## src/rtl/param_pipeline.sv

```systemverilog
// param_pipeline: in-order tag pipeline with global hold, per-stage
// hazard stall with bubble insertion, per-stage flush and retire count.
module param_pipeline #(
  parameter int STAGES  = 5,
  parameter int STATE_W = 3
) (
  input  logic                      clk,
  input  logic                      rst,
  input  logic                      en,
  input  logic                      stall,
  input  logic [STAGES-1:0]         stall_stage,
  input  logic [STAGES-1:0]         flush,
  output logic [STAGES*STATE_W-1:0] state_flat,
  output logic [STAGES-1:0]         valid_flat,
  output logic [STATE_W-1:0]        next_state,
  output logic                      retire,
  output logic [15:0]               retire_count
);

  localparam logic [STATE_W-1:0] ONE = STATE_W'(1);

  typedef logic [STAGES-1:0][STATE_W-1:0] tags_t;

  tags_t              tag_q;
  tags_t              tag_d;
  logic [STAGES-1:0]  valid_q;
  logic [STAGES-1:0]  valid_d;
  logic [STAGES-1:0]  any_ge;
  logic [STATE_W-1:0] cnt_q;
  logic               hold;
  logic               acc;
  logic               issue;
  logic               tail_adv;
  logic               do_retire;

  assign hold      = !en || stall;
  assign issue     = !hold && !any_ge[0];
  assign tail_adv  = !hold && !stall_stage[STAGES-1];
  assign do_retire = tail_adv && valid_q[STAGES-1];

  always_comb begin
    acc     = 1'b0;
    any_ge  = '0;
    tag_d   = tag_q;
    valid_d = valid_q;
    // any_ge[k]: some stage at or above k requests a stall, so k holds
    for (int i = STAGES - 1; i >= 0; i--) begin
      acc       = acc | stall_stage[i];
      any_ge[i] = acc;
    end
    if (issue) begin
      tag_d[0]   = cnt_q;
      valid_d[0] = 1'b1;
    end
    for (int k = 1; k < STAGES; k++) begin
      if (!hold && !any_ge[k]) begin
        if (stall_stage[k-1]) begin
          tag_d[k]   = '0;
          valid_d[k] = 1'b0;
        end else begin
          tag_d[k]   = tag_q[k-1];
          valid_d[k] = valid_q[k-1];
        end
      end
    end
    valid_d = valid_d & ~flush;
  end

  always_ff @(posedge clk or negedge rst) begin
    if (!rst) begin
      tag_q        <= '0;
      valid_q      <= '0;
      cnt_q        <= '0;
      retire       <= 1'b0;
      retire_count <= '0;
    end else begin
      tag_q   <= tag_d;
      valid_q <= valid_d;
      retire  <= do_retire;
      if (issue) begin
        cnt_q <= cnt_q + ONE;
      end
      if (do_retire && retire_count != 16'hFFFF) begin
        retire_count <= retire_count + 16'd1;
      end
    end
  end

  assign state_flat = tag_q;
  assign valid_flat = valid_q;
  assign next_state = cnt_q;

endmodule

```

## config.mk

```make
export PLATFORM = sky130hd
export DESIGN_NAME = param_pipeline
export DESIGN_NICKNAME = d
export VERILOG_FILES = /design/src/rtl/param_pipeline.sv
export SDC_FILE = /design/constraint.sdc
export NUM_CORES = 1
export LEC_CHECK = 0
export CORE_MARGIN = 5
export CORE_UTILIZATION = 42
export DETAILED_ROUTE_END_ITERATION = 16
export GPL_TIMING_DRIVEN = 1
export PLACE_DENSITY = 0.73
export SLEW_MARGIN = 20
export SYNTH_ARGS = -nofsm -noshare
export SYNTH_HDL_FRONTEND = slang
export SYNTH_SLANG_ARGS = --single-unit
export TNS_END_PERCENT = 20
```

## constraint.sdc

```tcl
create_clock -name clk -period 5.05 [get_ports clk]
set_input_delay 0.7575 -clock clk [delete_from_list [all_inputs] [get_ports clk]]
set_output_delay 0.7575 -clock clk [all_outputs]
set_load 0.02 [all_outputs]
```

Word-level counts from Yosys, hierarchy flattened
Index checks and enable logic that the tools add are counted.
Cells by class
  reductions and logical operators: 15
  multiplexer cells: 13
  equality and inequality tests: 1
  magnitude comparators: 0
  add/subtract/negate cells: 2
  div/mod/pow operators: 0
  bitwise gates (word level): 6
  shifts and indexed selects: 0
  multiply operators: 0
Operator list (count)
  $add A16 B1 Y16 const B: 1
  $ne A16 B16 Y1 const B: 1
  $mux W3: 4
  $mux W1: 9
  $logic_and A1 B1 Y1: 7
  $logic_not A1 Y1: 7
  $and A5 B5 Y5: 1
  $not A5 Y5: 1
  $or A1 B1 Y1: 4
  $add A3 B1 Y3 const B: 1
  $logic_or A1 B1 Y1: 1
Word-level totals
  logic and storage cells: 46
  ROM bits: 0
  output and inout port bits: 40
  latch bits: 0
  memories kept: 0
  memory bits (writable): 0
  input bits: 14
  register bits after elaboration: 40

Longest topological paths before layout
Gate-level depths: netlist of run 1.
  depth after elaboration: 8
  mapped depth: 6
  mapped depth without buffers: 5

Least setup slack after synthesis of run 1
OpenSTA, ideal clock, no wires.
  kind: input to register
  start point: in stall_stage[3]
  end point: reg cnt_q[1] (netlist: next_state[1])
  data required time: 4925 ps
  slack: 2837 ps
  library setup time: 125 ps
  stages: 4
  data arrival time: 2088 ps
  buffers on the path: 1
  cell sequence: or4b_1 -> buf_2 -> nor4_4 -> mux2_2
Between the ends
  cells in the longest elaborated chain, start to end: 6
RTL lines
  start: declaration: RTL line 11  | input logic [STAGES-1:0] stall_stage,
  $or A1 B1 Y1 (4 in a row): RTL line 48  | acc = acc | stall_stage[i];
  $logic_not A1 Y1: RTL line 37  | assign issue = !hold && !any_ge[0];
  $logic_and A1 B1 Y1: RTL line 37
  end signal: assignment: RTL line 81  | cnt_q <= cnt_q + ONE;
  end: declaration: RTL line 29  | logic [STATE_W-1:0] cnt_q;
No other way between the ends.
A chain may end at the register's enable or synchronous reset.

Final worst setup path of run 1
Same ends and word-level chain as after synthesis.

==> results of run 1 <==
[synth_stat cells (2+ instances only)]
library cell,n
dfrtp_1,40
nand2_1,20
xor2_1,13
nand2b_1,8
nor2_1,8
o21ai_0,7
mux2_2,6
a21oi_1,5
nor3_1,5
nor3b_1,5
clkbuf_1,4
nand3b_1,4
a22o_1,3
buf_2,3
nand3_1,3
nand4_1,3
o21ai_1,3
xnor2_1,3
ha_1,2
nor4_1,2
nor4_4,2
nor4b_1,2
or3_1,2
[per-layer routing]
| layer | vias up | global-route usage [%] |
|---|---|---|
| met5 | - | 0 |
| met4 | 0 | 4.466 |
| met3 | 2 | 5.541 |
| met2 | 35 | 24.26 |
| met1 | 655 | 21.57 |
| li1 | 666 | - |
[per-stage QoR]
step | area [sq um] | hold WS, ns | power, mW | util, % | cells
finish | 2447 | 0.4967 | 0.5677 | 59.89 | 265
global route | 2447 | 0.5269 | 0.5916 | 59.89 | 265
CTS | 2447 | 0.5048 | 0.5743 | 59.89 | 265
detailed placement | 2370 | 0.4873 | 0.3786 | 57.99 | 258
global placement | 2370 | 0.4917 | 0.3762 | 57.99 | 258
floorplan | 1804 | 0.4619 | 0.3488 | - | 161
[state kept, by name, summed over array words and instances, names as in the netlist]
register,cells
next_state,3
valid_flat,5
state_flat,15
retire,1
retire_count,16
[layout make-up]
cell class | instances | area [sq um] | share of cell area [%]
clock buffer | 6 | 72.57 | 2.965
clock inverter | 1 | 5.005 | 0.2045
inverter | 1 | 3.754 | 0.1534
multi-input combinational | 113 | 769.5 | 31.44
sequential | 40 | 1001 | 40.90
tap | 50 | 62.56 | 2.556
timing repair buffer | 54 | 533.0 | 21.78
[where the power goes]
part / total (mW) / internal (mW) / switching, mW
registers: 0.330 / 0.324 / 0.00531
logic: 0.0423 / 0.0208 / 0.0214
clock network: 0.196 / 0.0939 / 0.102
total: 0.568 / 0.439 / 0.129
[placed cells by master, fill, tap and decap left out]
cell	count
a2111oi_2	1
a21oi_1	5
a22o_1	3
and4_1	1
buf_2	1
buf_4	1
clkbuf_1	1
clkbuf_8	5
clkdlybuf4s50_1	52
clkinv_2	1
dfrtp_1	40
ha_1	2
inv_1	1
mux2_2	6
nand2_1	20
nand2b_1	8
nand3_1	3
nand3b_1	4
nand4_1	3
nand4b_1	1
nand4bb_1	1
nor2_1	8
nor3_1	5
nor3b_1	5
nor4_1	2
nor4_4	2
nor4b_1	2
o21ai_0	7
o21ai_1	3
or2_2	1
or3_1	2
or3b_2	1
or4b_1	1
xnor2_1	3
xor2_1	13
[cells by family after synthesis]
| logic type | Yosys count | synth area share, % |
|---|---|---|
| simple gates | 70 | 23.30 |
| flops | 40 | 55.48 |
| compound gates | 19 | 6.449 |
| fa+ha+maj | 2 | 1.387 |
| mux | 6 | 3.745 |
| buf+inv | 8 | 1.872 |
| xor+xnor | 16 | 7.767 |
[worst register-to-register path, delay by kind of cell (launching register included)]
kind,cells,cell delay (ns)
and+or+nand+nor,2,1.02
DFF,1,0.38
AOI/OAI and AO/OA,1,0.38
xor gates and xnor gates,1,0.17
[worst paths after layout]
check | slack [ns] | cells past startpoint | from | endpoint
min | 0.50 | 1 | next_state[2]$_DFFE_PN0P_ | next_state[2]$_DFFE_PN0P_
min reg2reg | 0.50 | 1 | next_state[2]$_DFFE_PN0P_ | next_state[2]$_DFFE_PN0P_
max | 2.39 | 4 | stall_stage[3] | next_state[1]$_DFFE_PN0P_
max reg2reg | 3.04 | 4 | valid_flat[4]$_DFF_PN0_ | retire_count[14]$_DFFE_PN0P_
max in group asynchronous | 3.91 | 1 | rst | retire_count[11]$_DFFE_PN0P_
min in group asynchronous | 0.58 | 1 | rst | state_flat[3]$_DFFE_PN0P_
==> results.md, run 1 <==
* Startpoint Class: input port
* GRT Total Usage at 15.90%
* Layout cell share with drive strength beyond 1 at under 10%
* I/O Buffers at 53
* Area delta synth->final at 35.65%
* Max stage delay cell, worst path: or4b_1
* Final #Nets at between 200 and 250
* CTS buffer count at 5
* CTS tree: built
* Fraction of registers with async set/reset at between 90% and 100%
* Core Box Area at approximately 4000 sq um
* CTS H-tree depth at 2
* Synth area leader: dfrtp_1
* Pre-CTS setup slack at 2.100 ns
* Drt wl/cell at approximately 16 um
* Synthesized area at around 1800 sq um
* Min-delay worst type: flip-flop to flip-flop
* Buf/Inv on CP at 1
* DRT iter0 DRCs at 113
* Crit end category: flip-flop
* DR top layer: met4
* Fmax at 375.3 MHz
* Post-CTS Hold Buffers at 0
* DR DRC count at 0
* Largest net degree at the start of global routing at ~40
* Top cell type's share of synthesized area at a little under three fifths
* Initial antenna violation count at 0
* Synth top area cells: dfrtp_1 55%, xor2_1 6.3%, nand2_1 4.2%, mux2_2 3.7%, nand2b_1 2.8%
* Fin. Hold Viols at 0
* Syn Inst Count at 161
* Fin crit share at between 50% and 60%
* Post-synthesis register bit count at 40
* Drt total wl at 4124 um
* Latest clock arrival within the worst-skew pair at 0.29 ns
* Vias in the first global route at 1,404
* Postcts setup bufs at 0
* Slew headroom at 41.60%
* Outcome: finished clean
* Yosys cell types at 31
* Vias at roughly 1,400
* Setup TNS Final at 0 ns
* Critical path class: input port to flip-flop
* Register area share after synthesis at a little under three fifths
* Largest stage delay, worst path at about 0.8 ns
* Power Density at 232.0 nW/um^2
* Slew @ Worst Pin at about 0.9 ns
* RSZ-0062 raised after global routing: no
* Syn_nets at approximately 180
* Leak pwr at ~1.1 nW
* Final Critical Period at between 2 and 3 ns
* DR pass1 iterations at 4
* Worst Setup Slack, final at approximately 2.4 ns
* Max-Cap Viols at 0
* Critical path's top delay family: simple AND/OR/NAND/NOR gates
* Clock Tree Root: clkbuf_8
* Critical path data required time at between 5 and 6 ns
* Max Root-Sink Buffers at 2
* Cells along the critical path: clkdlybuf4s50_1, or4b_1, nor4_4, mux2_2
* Antenna diodes at 0
* Metal-1 WL at approximately 1900 um
* Vias/cell at 5.125
* Ys flop type: dfrtp_1
* I/O pin count at 54
* Crit-path max FO at 16
* Worst EP arrival at ~2.8 ns
* Filler cells at approximately 330
* YS warnings at 0
* Finish-stage setup viols at 0
* Post-CTS sizing at 0
* Die height at between 70 and 80 um
* Slew Limit Fails at 0
* GR Overflow Total at 0
* Skew final at 0.004485 ns
* Die W at 75.54 um
* Mapped Avg Cell Area at about 11 sq um
* Initial Utilization at 44.15%
* Hpwl dp at between 3000 and 4000 um
* Die ar. at roughly 5700 sq um
* DR WL met3 at around 230 um
* Met2 Routed Length at approximately 2000 um
* Number of synthesized flops with an enable pin at 0
* Peak supply drop at about 0.13 mV
* CTS clock-pin slew for the worst setup and hold paths at about 0.07 ns
* Clock sinks at 40
* Routability cong. at ~0.85
* First-pass GRT wire length at between 6000 and 7000 um
* Row count at 23
* DRT antenna net count at 0
(Power assumes the default switching activity.)
==> run 2: changes to the inputs <==
Settings changed: PLACE_DENSITY 0.73 to 0.75.
Clock period 5.05 ns to 2.3 ns, I/O delays scaled along.
==> results.md, run 2 (same netlist as run 1, synthesis figures left out) <==
* Reg2Reg Depth at 6
* Worst EP arrival at approximately 2.2 ns
* FF-to-FF End: retire_count[1]$_DFFE_PN0P_
* Clock power frac at 36.5%
* Internal cell power at around 1 mW
* Finish-stage setup viols at 0
* Startpoint Class: input port
* Leak pwr at between 1 and 1.5 nW
* Slew @ Worst Pin at 0.8736 ns
* Worst Setup Slack, final at about 0.28 ns
* Setup TNS Final at 0 ns
* Clock Tree Root: clkbuf_8
* I/O pin count at between 50 and 60
* Hpwl dp at 2910 um
* Met2 Usage GRT at 23.20%
* Reg-to-Reg Start: retire_count[0]$_DFFE_PN0P_
* Util after Layout at 61.67%
* Area of the multi-input gates at 769.5 sq um
* Hold_ws at around 0.17 ns
* CTS tree: built
* Peak supply drop at ~0.34 mV
* Drt total wl at 3917 um
* Row count at 23
* Max Root-Sink Buffers at 2
* Placed cell areas at ~2400 sq um
* Die ar. at 5706 sq um
* RSZ-0062 raised after global routing: no
* Comb power frac at 7.3%
* Max-Cap Viols at 0
* DRT iter0 DRCs at 77
* Layout cell share with drive strength beyond 1 at approximately 12%
* Fin crit share at between 80% and 90%
* P_sw at ~280 uW
* Fmax at slightly below 500 MHz
* Vias/cell at between 5 and 6
* Min-delay worst type: input port to async pin
* Routability cong. at between 0.7 and 0.8
* Final #Nets at ~240
* Core Box Area at 4086 sq um
* Critical path class: input port to flip-flop
* Power Density at approximately 500 nW/um^2
* CTS buffer count at 5
* CTS clock-pin slew for the worst setup and hold paths at 0.07 ns
* Post-CTS Hold Buffers at 0
* Die W at approximately 76 um
* Final Critical Period at 2.024 ns
* Die height at ~76 um
* Area delta synth->final at 39.67%
* DR pass1 iterations at 4
* Postcts setup bufs at 0
* Post-Layout Inst Area at around 2500 sq um
* Vias in the first global route at between 1,000 and 1,500
* Post-CTS sizing at 0
* Most frequent cells in the layout: 52 x clkdlybuf4s50_1, 40 x dfrtp_1, 20 x nand2_1, 13 x xor2_1, 9 x buf_4
* Critical path data required time at approximately 2.5 ns
* GRT Total Usage at 15.64%
* GR Overflow Total at 0
* Skew final at about 0.0033 ns
* Crit-path max FO at 15
* Latest clock arrival within the worst-skew pair at approximately 0.28 ns
* Met1 Use GR at 21.00%
* Max reg flops at 16
* Largest net degree at the start of global routing at a little over 40
* Outcome: finished clean
* Clock sinks at 40
* Initial antenna violation count at 0
* Pre-CTS setup slack at -0.007381 ns
* Net Sw Frac at a little over a fifth
* Met3 usage at roughly 5.7%
* Antenna diodes at 0
* Reg area at between 1000 and 1500 sq um
* Slew headroom at between 40% and 50%
* DR DRC count at 0
* CTS H-tree depth at 2
* First-pass GRT wire length at roughly 6600 um
* GRT busiest layer: met2
* Slew Limit Fails at 0
* Commonest non-fill, non-tap cell in the layout: clkdlybuf4s50_1
* Worst Setup EP: state_flat[5]$_DFFE_PN0P_
* Biggest register: retire_count
* Sequential power share at between 50% and 60%
* Initial Utilization at between 40% and 50%
* CP startpoint: stall_stage[3]
* DRT antenna net count at 0
* Fin. Hold Viols at 0
* Crit end category: flip-flop
* Drt wl/cell at roughly 14 um
* Reg2Reg Setup Slack at roughly 0.35 ns
* I/O Buffers at 53
* Filler cells at 352
* Vias at 1,411
## run 2: power by group through the flow
stage	Combinational, mW	Clock, mW	Sequential, mW
3_5_place_dp	0.0956	0	0.736
4_1_cts	0.0962	0.486	0.722
5_1_grt	0.104	0.524	0.724
6_report	0.0942	0.468	0.722
3_3_place_gp	0.0947	0	0.736
2_1_floorplan	0.0202	0	0.746
## run 2: per-stage QoR
stage | cells | power (mW)
5_1_grt | 274 | 1.352
2_1_floorplan | 161 | 0.7659
4_1_cts | 274 | 1.305
3_5_place_dp | 266 | 0.8312
6_report | 274 | 1.284
3_3_place_gp | 266 | 0.8305
## run 2: layout make-up
| type | instances | area share [%] |
|---|---|---|
| clock buffer | 8 | 3.575 |
| inverter | 1 | 0.1490 |
| tap | 50 | 2.483 |
| timing repair buffer | 62 | 23.54 |
| sequential | 40 | 39.72 |
| multi-input combinational | 113 | 30.54 |
## run 2: worst max-delay path: stages
cell             delay (ns)
clkdlybuf4s50_1        0.42
or4b_1                 0.61
buf_4                  0.22
or3_1                  0.42
nand2_1                0.10
o21ai_1                0.06
## run 2: how the worst min path moves through the flow
stage,startpoint,end,slack (ns),cells past startpoint
final,rst,retire_count[11]$_DFFE_PN0P_,0.17,1
after global routing,rst,retire_count[11]$_DFFE_PN0P_,0.24,1
after CTS,rst,retire_count[11]$_DFFE_PN0P_,0.20,1
after detailed placement,state_flat[12]$_DFFE_PN0N_,state_flat[12]$_DFFE_PN0N_,0.49,1
after global placement,next_state[2]$_DFFE_PN0P_,next_state[2]$_DFFE_PN0P_,0.49,1
after floorplan,rst,next_state[0]$_DFFE_PN0P_,0.05,0
## run 2: per-layer routing
layer  share of wire [%]  vias to the layer above
li1                    -                      689
met1                  44                      677
met2                  47                       38
met3                 8.2                        7
met4                 1.4                        0
met5                   0                        -
